### src/rtl/mem_lsu_pkg.sv
// Shared constants and helpers for the MEM-stage load/store unit.
package mem_lsu_pkg;

  // Memory op codes (EXE_*_OP)
  localparam logic [7:0] EXE_LB_OP  = 8'b1110_0000;
  localparam logic [7:0] EXE_LBU_OP = 8'b1110_0100;
  localparam logic [7:0] EXE_LH_OP  = 8'b1110_0001;
  localparam logic [7:0] EXE_LHU_OP = 8'b1110_0101;
  localparam logic [7:0] EXE_LW_OP  = 8'b1110_0011;
  localparam logic [7:0] EXE_SB_OP  = 8'b1110_1000;
  localparam logic [7:0] EXE_SH_OP  = 8'b1110_1001;
  localparam logic [7:0] EXE_SW_OP  = 8'b1110_1011;

  localparam logic        RST_ENABLE = 1'b1;
  localparam logic [31:0] ZERO_WORD  = 32'h0000_0000;

  // Big-endian byte-lane selects
  localparam logic [3:0] DBUS_SEL_B0 = 4'b1000;
  localparam logic [3:0] DBUS_SEL_H0 = 4'b1100;
  localparam logic [3:0] DBUS_SEL_H1 = 4'b0011;
  localparam logic [3:0] DBUS_SEL_W  = 4'b1111;

  // FSM encodings
  localparam logic [1:0] LSU_IDLE = 2'd0;
  localparam logic [1:0] LSU_BUSY = 2'd1;
  localparam logic [1:0] LSU_DONE = 2'd2;

  typedef enum logic [1:0] {
    SZ_BYTE = 2'd0,
    SZ_HALF = 2'd1,
    SZ_WORD = 2'd2
  } mem_size_e;

  typedef struct packed {
    logic      is_mem;
    logic      is_load;
    logic      is_signed;
    mem_size_e size;
  } mem_op_t;

  function automatic mem_op_t decode_mem_op(input logic [7:0] aluop);
    mem_op_t op;
    op = '0;
    case (aluop)
      EXE_LB_OP:  begin op.is_mem = 1'b1; op.is_load = 1'b1; op.is_signed = 1'b1; op.size = SZ_BYTE; end
      EXE_LBU_OP: begin op.is_mem = 1'b1; op.is_load = 1'b1; op.size = SZ_BYTE; end
      EXE_LH_OP:  begin op.is_mem = 1'b1; op.is_load = 1'b1; op.is_signed = 1'b1; op.size = SZ_HALF; end
      EXE_LHU_OP: begin op.is_mem = 1'b1; op.is_load = 1'b1; op.size = SZ_HALF; end
      EXE_LW_OP:  begin op.is_mem = 1'b1; op.is_load = 1'b1; op.size = SZ_WORD; end
      EXE_SB_OP:  begin op.is_mem = 1'b1; op.size = SZ_BYTE; end
      EXE_SH_OP:  begin op.is_mem = 1'b1; op.size = SZ_HALF; end
      EXE_SW_OP:  begin op.is_mem = 1'b1; op.size = SZ_WORD; end
      default:    op = '0;
    endcase
    return op;
  endfunction

endpackage

### src/rtl/lsu_align.sv
// Combinational lane logic: byte selects, store replication, load extension
// and misalignment detection for one memory op.
module lsu_align
  import mem_lsu_pkg::*;
(
  input  logic [7:0]  aluop,
  input  logic [1:0]  addr_lo,
  input  logic [31:0] store_src,
  input  logic [31:0] rdata,
  output logic        is_mem,
  output logic        is_load,
  output logic        misaligned,
  output logic [3:0]  sel,
  output logic [31:0] store_data,
  output logic [31:0] load_data
);

  mem_op_t     op;
  logic [7:0]  byte_v;
  logic [15:0] half_v;

  // Decode op, pick the addressed lane and format both directions
  always_comb begin
    op         = decode_mem_op(aluop);
    is_mem     = op.is_mem;
    is_load    = op.is_load;
    misaligned = 1'b0;
    sel        = DBUS_SEL_W;
    store_data = store_src;
    load_data  = rdata;

    case (addr_lo)
      2'b00:   byte_v = rdata[31:24];
      2'b01:   byte_v = rdata[23:16];
      2'b10:   byte_v = rdata[15:8];
      default: byte_v = rdata[7:0];
    endcase
    half_v = addr_lo[1] ? rdata[15:0] : rdata[31:16];

    case (op.size)
      SZ_BYTE: begin
        sel        = DBUS_SEL_B0 >> addr_lo;
        store_data = {4{store_src[7:0]}};
        load_data  = op.is_signed ? {{24{byte_v[7]}}, byte_v} : {24'h0, byte_v};
      end
      SZ_HALF: begin
        sel        = addr_lo[1] ? DBUS_SEL_H1 : DBUS_SEL_H0;
        store_data = {2{store_src[15:0]}};
        load_data  = op.is_signed ? {{16{half_v[15]}}, half_v} : {16'h0, half_v};
        misaligned = op.is_mem & addr_lo[0];
      end
      default: begin
        misaligned = op.is_mem & (addr_lo != 2'b00);
      end
    endcase
  end

endmodule

### src/rtl/mem_lsu.sv
// MEM stage: pass-through for ALU results, req/ack data-bus transactions with
// pipeline stall, watchdog abort and misalignment reporting for loads/stores.
module mem_lsu
  import mem_lsu_pkg::*;
#(
  parameter int unsigned TIMEOUT_CYCLES = 255,
  parameter int unsigned CNT_W          = 8
) (
  input  logic        clk,
  input  logic        rst,
  input  logic [4:0]  wd_i,
  input  logic        wreg_i,
  input  logic [31:0] wdata_i,
  input  logic [31:0] hi_i,
  input  logic [31:0] lo_i,
  input  logic        whilo_i,
  input  logic [7:0]  aluop_i,
  input  logic [31:0] mem_addr_i,
  input  logic [31:0] reg2_i,
  output logic [4:0]  wd_o,
  output logic        wreg_o,
  output logic [31:0] wdata_o,
  output logic [31:0] hi_o,
  output logic [31:0] lo_o,
  output logic        whilo_o,
  output logic        stallreq_o,
  output logic        dbus_req_o,
  output logic        dbus_we_o,
  output logic [31:0] dbus_addr_o,
  output logic [3:0]  dbus_sel_o,
  output logic [31:0] dbus_wdata_o,
  input  logic        dbus_ack_i,
  input  logic [31:0] dbus_rdata_i,
  output logic        align_err_o,
  output logic        bus_err_o
);

  localparam logic             WDOG_EN       = (TIMEOUT_CYCLES != 0);
  localparam logic [CNT_W-1:0] TIMEOUT_MATCH = CNT_W'(TIMEOUT_CYCLES);

  logic [1:0]       state;
  logic [CNT_W-1:0] cnt;
  logic [CNT_W-1:0] cnt_inc;
  logic             timeout_hit;
  logic             req_q;
  logic             we_q;
  logic [31:0]      addr_q;
  logic [3:0]       sel_q;
  logic [31:0]      wdata_q;
  logic [31:0]      rdata_q;
  logic             abort_q;

  logic             is_mem;
  logic             is_load;
  logic             misaligned;
  logic [3:0]       sel;
  logic [31:0]      store_data;
  logic [31:0]      load_data;

  // The pipeline is frozen while BUSY, so aluop_i/mem_addr_i still describe
  // the in-flight access when ack arrives and can drive load formatting.
  lsu_align u_align (
    .aluop      (aluop_i),
    .addr_lo    (mem_addr_i[1:0]),
    .store_src  (reg2_i),
    .rdata      (dbus_rdata_i),
    .is_mem     (is_mem),
    .is_load    (is_load),
    .misaligned (misaligned),
    .sel        (sel),
    .store_data (store_data),
    .load_data  (load_data)
  );

  // Counter value after one more ack-less BUSY cycle; abort when it reaches the limit
  always_comb begin
    cnt_inc     = cnt + CNT_W'(1);
    timeout_hit = WDOG_EN && (cnt_inc == TIMEOUT_MATCH);
  end

  // FSM, watchdog counter and registered bus request
  always_ff @(posedge clk) begin
    if (rst == RST_ENABLE) begin
      state   <= LSU_IDLE;
      cnt     <= '0;
      req_q   <= 1'b0;
      we_q    <= 1'b0;
      addr_q  <= ZERO_WORD;
      sel_q   <= '0;
      wdata_q <= ZERO_WORD;
      rdata_q <= ZERO_WORD;
      abort_q <= 1'b0;
    end else begin
      case (state)
        LSU_IDLE: begin
          if (is_mem && !misaligned) begin
            req_q   <= 1'b1;
            we_q    <= ~is_load;
            addr_q  <= {mem_addr_i[31:2], 2'b00};
            sel_q   <= sel;
            wdata_q <= store_data;
            cnt     <= '0;
            abort_q <= 1'b0;
            state   <= LSU_BUSY;
          end
        end
        LSU_BUSY: begin
          if (dbus_ack_i) begin
            rdata_q <= load_data;
            req_q   <= 1'b0;
            state   <= LSU_DONE;
          end else if (timeout_hit) begin
            req_q   <= 1'b0;
            abort_q <= 1'b1;
            state   <= LSU_DONE;
          end else if (WDOG_EN) begin
            cnt <= cnt_inc;
          end
        end
        LSU_DONE: begin
          cnt     <= '0;
          abort_q <= 1'b0;
          state   <= LSU_IDLE;
        end
        default: state <= LSU_IDLE;
      endcase
    end
  end

  // Outputs to mem_wb, stall request and error flags
  always_comb begin
    wd_o        = wd_i;
    wreg_o      = wreg_i;
    wdata_o     = wdata_i;
    hi_o        = hi_i;
    lo_o        = lo_i;
    whilo_o     = whilo_i;
    stallreq_o  = 1'b0;
    align_err_o = 1'b0;
    bus_err_o   = 1'b0;
    if (rst == RST_ENABLE) begin
      wd_o    = '0;
      wreg_o  = 1'b0;
      wdata_o = ZERO_WORD;
      hi_o    = ZERO_WORD;
      lo_o    = ZERO_WORD;
      whilo_o = 1'b0;
    end else begin
      case (state)
        LSU_IDLE: begin
          if (is_mem) begin
            wreg_o  = 1'b0;
            whilo_o = 1'b0;
            if (misaligned) align_err_o = 1'b1;
            else            stallreq_o  = 1'b1;
          end
        end
        LSU_BUSY: begin
          stallreq_o = 1'b1;
          wreg_o     = 1'b0;
          whilo_o    = 1'b0;
        end
        LSU_DONE: begin
          whilo_o = 1'b0;
          if (abort_q) begin
            wreg_o    = 1'b0;
            bus_err_o = 1'b1;
          end else if (we_q) begin
            wreg_o = 1'b0;
          end else begin
            wdata_o = rdata_q;
          end
        end
        default: begin
          wreg_o  = 1'b0;
          whilo_o = 1'b0;
        end
      endcase
    end
  end

  // Bus outputs are forced low in the reset cycle, before the registers clear
  always_comb begin
    dbus_req_o   = req_q & ~rst;
    dbus_we_o    = we_q & ~rst;
    dbus_addr_o  = rst ? ZERO_WORD : addr_q;
    dbus_sel_o   = rst ? 4'b0000 : sel_q;
    dbus_wdata_o = rst ? ZERO_WORD : wdata_q;
  end

endmodule

### config.mk
export PLATFORM = sky130hd
export DESIGN_NAME = mem_lsu
export DESIGN_NICKNAME = d
export VERILOG_FILES = /design/src/rtl/mem_lsu_pkg.sv /design/src/rtl/lsu_align.sv /design/src/rtl/mem_lsu.sv
export SDC_FILE = /design/constraint.sdc
export NUM_CORES = 1
export LEC_CHECK = 0
export ABC_AREA = 1
export BUFFER_PORTS_ARGS = -buffer_cell sky130_fd_sc_hd__buf_4
export CORE_AREA = 4 4 146 148
export DETAILED_ROUTE_END_ITERATION = 10
export DIE_AREA = 0 0 150 152
export PLACE_DENSITY = 0.64
export SLEW_MARGIN = 15
export SYNTH_ARGS = -nofsm -noshare
export SYNTH_HDL_FRONTEND = slang
export SYNTH_SLANG_ARGS = --single-unit
### constraint.sdc
create_clock -name clk -period 1.8 [get_ports clk]
set_clock_uncertainty 0.15 [all_clocks]
set_input_delay 0.09 -clock clk [delete_from_list [all_inputs] [get_ports clk]]
set_output_delay 0.09 -clock clk [all_outputs]
set_load 0.005 [all_outputs]
==> out/qor.yml <==
status:
  status: "finished, violations left"
  violations: "setup timing"
timing:
  finalMaxSlewViolations: 0
  timing.final.crit_period_ps: 1980
  rsz0062_at_grt: "yes"
  fin_crit_sh_pct: 110
  finalHoldViolations: 0
  fin_ws_ps: -183
  hold_ws_ps: 22.7
  fmax_mhz: 504
  setup_viol: 48
yosys:
  synth-edff-count: 0
  synth_xor_area_share_pct: 0.259
  netlist_top_cells_count: "257 x inv_1, 187 x nor2_1, 174 x nand2_1, 137 x o21ai_0, 111 x dfxtp_1"
  synthFlopType: "dfxtp_1"
  seq_area_frac_synth_pct: 32.8
  syn_area_per_cell_um2: 5.98
  ys_seq_elements: 111
  syn_area_mm2: 0.00677
  yosys.area_share.simple_pct: 24.8
  yosysTopAreaCellShare_pct: 32.8
  netlist_top_cells_area: "dfxtp_1 33%, inv_1 14%, nor2_1 10%"
  synth.area.mux_share_pct: 0
  synth_top_family_by_area: "simple AND/OR/NAND/NOR gates"
  synth_adder_area_share_pct: 0.370
  synth.most_common_cell: "inv_1"
  yosys_warnings: 0
  synth-async-reset-ratio_pct: 0
  syn_inst: 1131
  synth_compound_area_share_pct: 22.8
  synth.distinct_cells: 39
  synth_area_leader_cell: "dfxtp_1"
place:
  gp_congestion: 0.920
  dp_slack_ps: -37.1
  numPortBuffers: 383
  hpwlAfterDp_mm: 20.1
  dp.cells: 1778
  placed_area_mm2: 0.0103
power:
  peakVddDrop_uv: 546
  p_leak_nw: 6.55
  power.density_mw_per_mm2: 503
layout:
  stdcell_count: 1917
  syn_to_final_growth_pct: 81.5
  final_area_mm2: 0.0123
  layout-drive-gt1-share_pct: 35.5
  layout.nets: 1853
global_routing:
  grt_max_degree: 81
  grt-ovfl-total: 0
  grt_use_total_pct: 23.7
  antenna_found_initial: 1
  grt_pass1_vias: 8673
  grt_pass1_wl_mm: 43.9
worst_hold_path:
  hold_class: "input port to register"
clocking:
  clk_path_buf_depth: 2
  clkTransAtPathRegs_ps: 80
  cts_root_buf: "clkbuf_16"
  insertion_delay_ps: 360
  h-tree-depth: 3
  numClockSinks: 111
  cts_tree: "built"
  cts-buffers-inserted: 9
die:
  start_util_pct: 33.8
  dieHeight_um: 152
  dieArea_mm2: 0.0228
  fp.coreArea_mm2: 0.0200
  die-width_um: 150
  rows: 52
  ios: 386
routing:
  vias: 9049
  first_pass_iters: 7
  routed_wirelength_mm: 29.4
  drtIter0Drc: 536
  ant_nets: 0
  routedWlPerCell_um: 15.4
  drc: 0
  vias_per_cell: 4.72
critical_path:
  critical_path_class: "register to output port"
  cp-end-kind: "output port"
  r2r_start: "cnt[0]$_SDFFE_PP0P_"
  ff2ff_path_depth: 10
  ff2ff_setup_slack_ps: -130
  endpoint: "wdata_o[13]"
  setup.worst_path.start_class: "register"
  arrival_ps: 1740
  rr_endpoint: "cnt[0]$_SDFFE_PP0P_"
  crit_required_ps: 1560
  worstSetupStartpoint: "state[0]$_SDFFE_PP0P_"
  crit_fanout: 7
run:
  cap_violations: 0
[cell usage in the layout, fill, tap and decap left out, types with 4 or more instances in the layout]
cell type,n
buf_4,434
o2111ai_1,6
nor2_1,167
a22oi_1,9
dfxtp_2,4
buf_12,15
nand2_2,13
a21oi_2,15
o21ai_0,111
a21oi_1,58
o21ai_1,17
buf_6,12
nor2_4,13
nand3_2,5
clkbuf_16,15
nand3_1,14
a31oi_1,14
dfxtp_1,105
o211ai_1,17
o21ai_2,9
dlygate4sd3_1,98
inv_1,249
a32oi_1,12
nor2_2,14
nand2_1,166
inv_2,8
[cells by family after synthesis]
group | count (synthesis)
other | 1
adders and majority gates | 2
buffers and inverters | 329
xor gates and xnor gates | 2
and+or+nand+nor | 410
DFF | 111
AOI/OAI and AO/OA | 276
[flip-flops by register name, indices dropped and copies added (netlist names)]
signal and cells:
rdata_q 32, cnt 8, sel_q 4, abort_q 1, wdata_q 32, we_q 1, req_q 1, state 2
addr_q 30
[per-layer routing]
metal	vias up	routed length, µm	track usage [%]
met3	88	1970	4.53
met2	409	14000	39.3
li1	4512	-	-
met4	0	1320	11.4
met1	4040	12100	29.3
met5	-	0	0
[per-stage QoR]
| step | power [mW] | setup TNS [ps] | util, % |
|---|---|---|---|
| floorplan | 3.04 | 0 | - |
| global placement | 3.80 | -78.3 | 51.4 |
| detailed placement | 3.81 | -402 | 51.4 |
| CTS | 6.18 | -3870 | 58.6 |
| global route | 6.46 | -10180 | 61.3 |
| finish | 6.18 | -4700 | 61.3 |
[worst max-delay path, cell delays in order, from the launching register on]
cell and delay (ps):
dfxtp_4 370, nor2_4 100, inv_2 50, nor3_4 130, buf_6 180, inv_4 70
buf_12 140, nor2_1 110, nor2_1 80, buf_4 140
[power by group]
part           total, mW  internal (mW)  switching, mW  leakage, nW
Sequential          2.55           2.52         0.0319        0.901
Clock               2.16           1.12           1.05        0.152
Combinational       1.47          0.830          0.637         5.50
Total               6.18           4.46           1.72         6.55
[cell type report]
| type | count | area, µm² |
|---|---|---|
| fill | 1798 | 7750 |
| timing repair buffer | 565 | 4820 |
| multi-input combinational | 692 | 3580 |
| sequential | 111 | 2230 |
| inverter | 262 | 995 |
| tap | 270 | 338 |
| clock buffer | 9 | 225 |
| clock inverter | 7 | 88.8 |
| antenna | 1 | 2.50 |
[worst min-delay path by stage]
stage,start,endpoint,slack (ps),cells past startpoint
after detailed placement,mem_addr_i[10],addr_q[10]$_SDFFE_PP0P_,160,3
final,mem_addr_i[1],sel_q[3]$_SDFFE_PP0P_,20,4
after global routing,mem_addr_i[1],sel_q[3]$_SDFFE_PP0P_,70,4
after floorplan,mem_addr_i[10],addr_q[10]$_SDFFE_PP0P_,70,2
after global placement,mem_addr_i[8],addr_q[8]$_SDFFE_PP0P_,160,3
after CTS,mem_addr_i[1],sel_q[3]$_SDFFE_PP0P_,10,4
[repair_timing]
| item | in CTS | in global routing |
|---|---|---|
| cloned | 0 | 9 |
| endpoints found under the setup margin | 42 | 85 |
| pin swaps | 1 | 13 |
| hold buffers | 98 | 0 |
| hold endpoints to repair | 97 | 0 |
| gates resized for setup | 34 | 103 |
| setup buffers | 7 | 10 |
No activity file was read; power rests on OpenSTA's default activity.
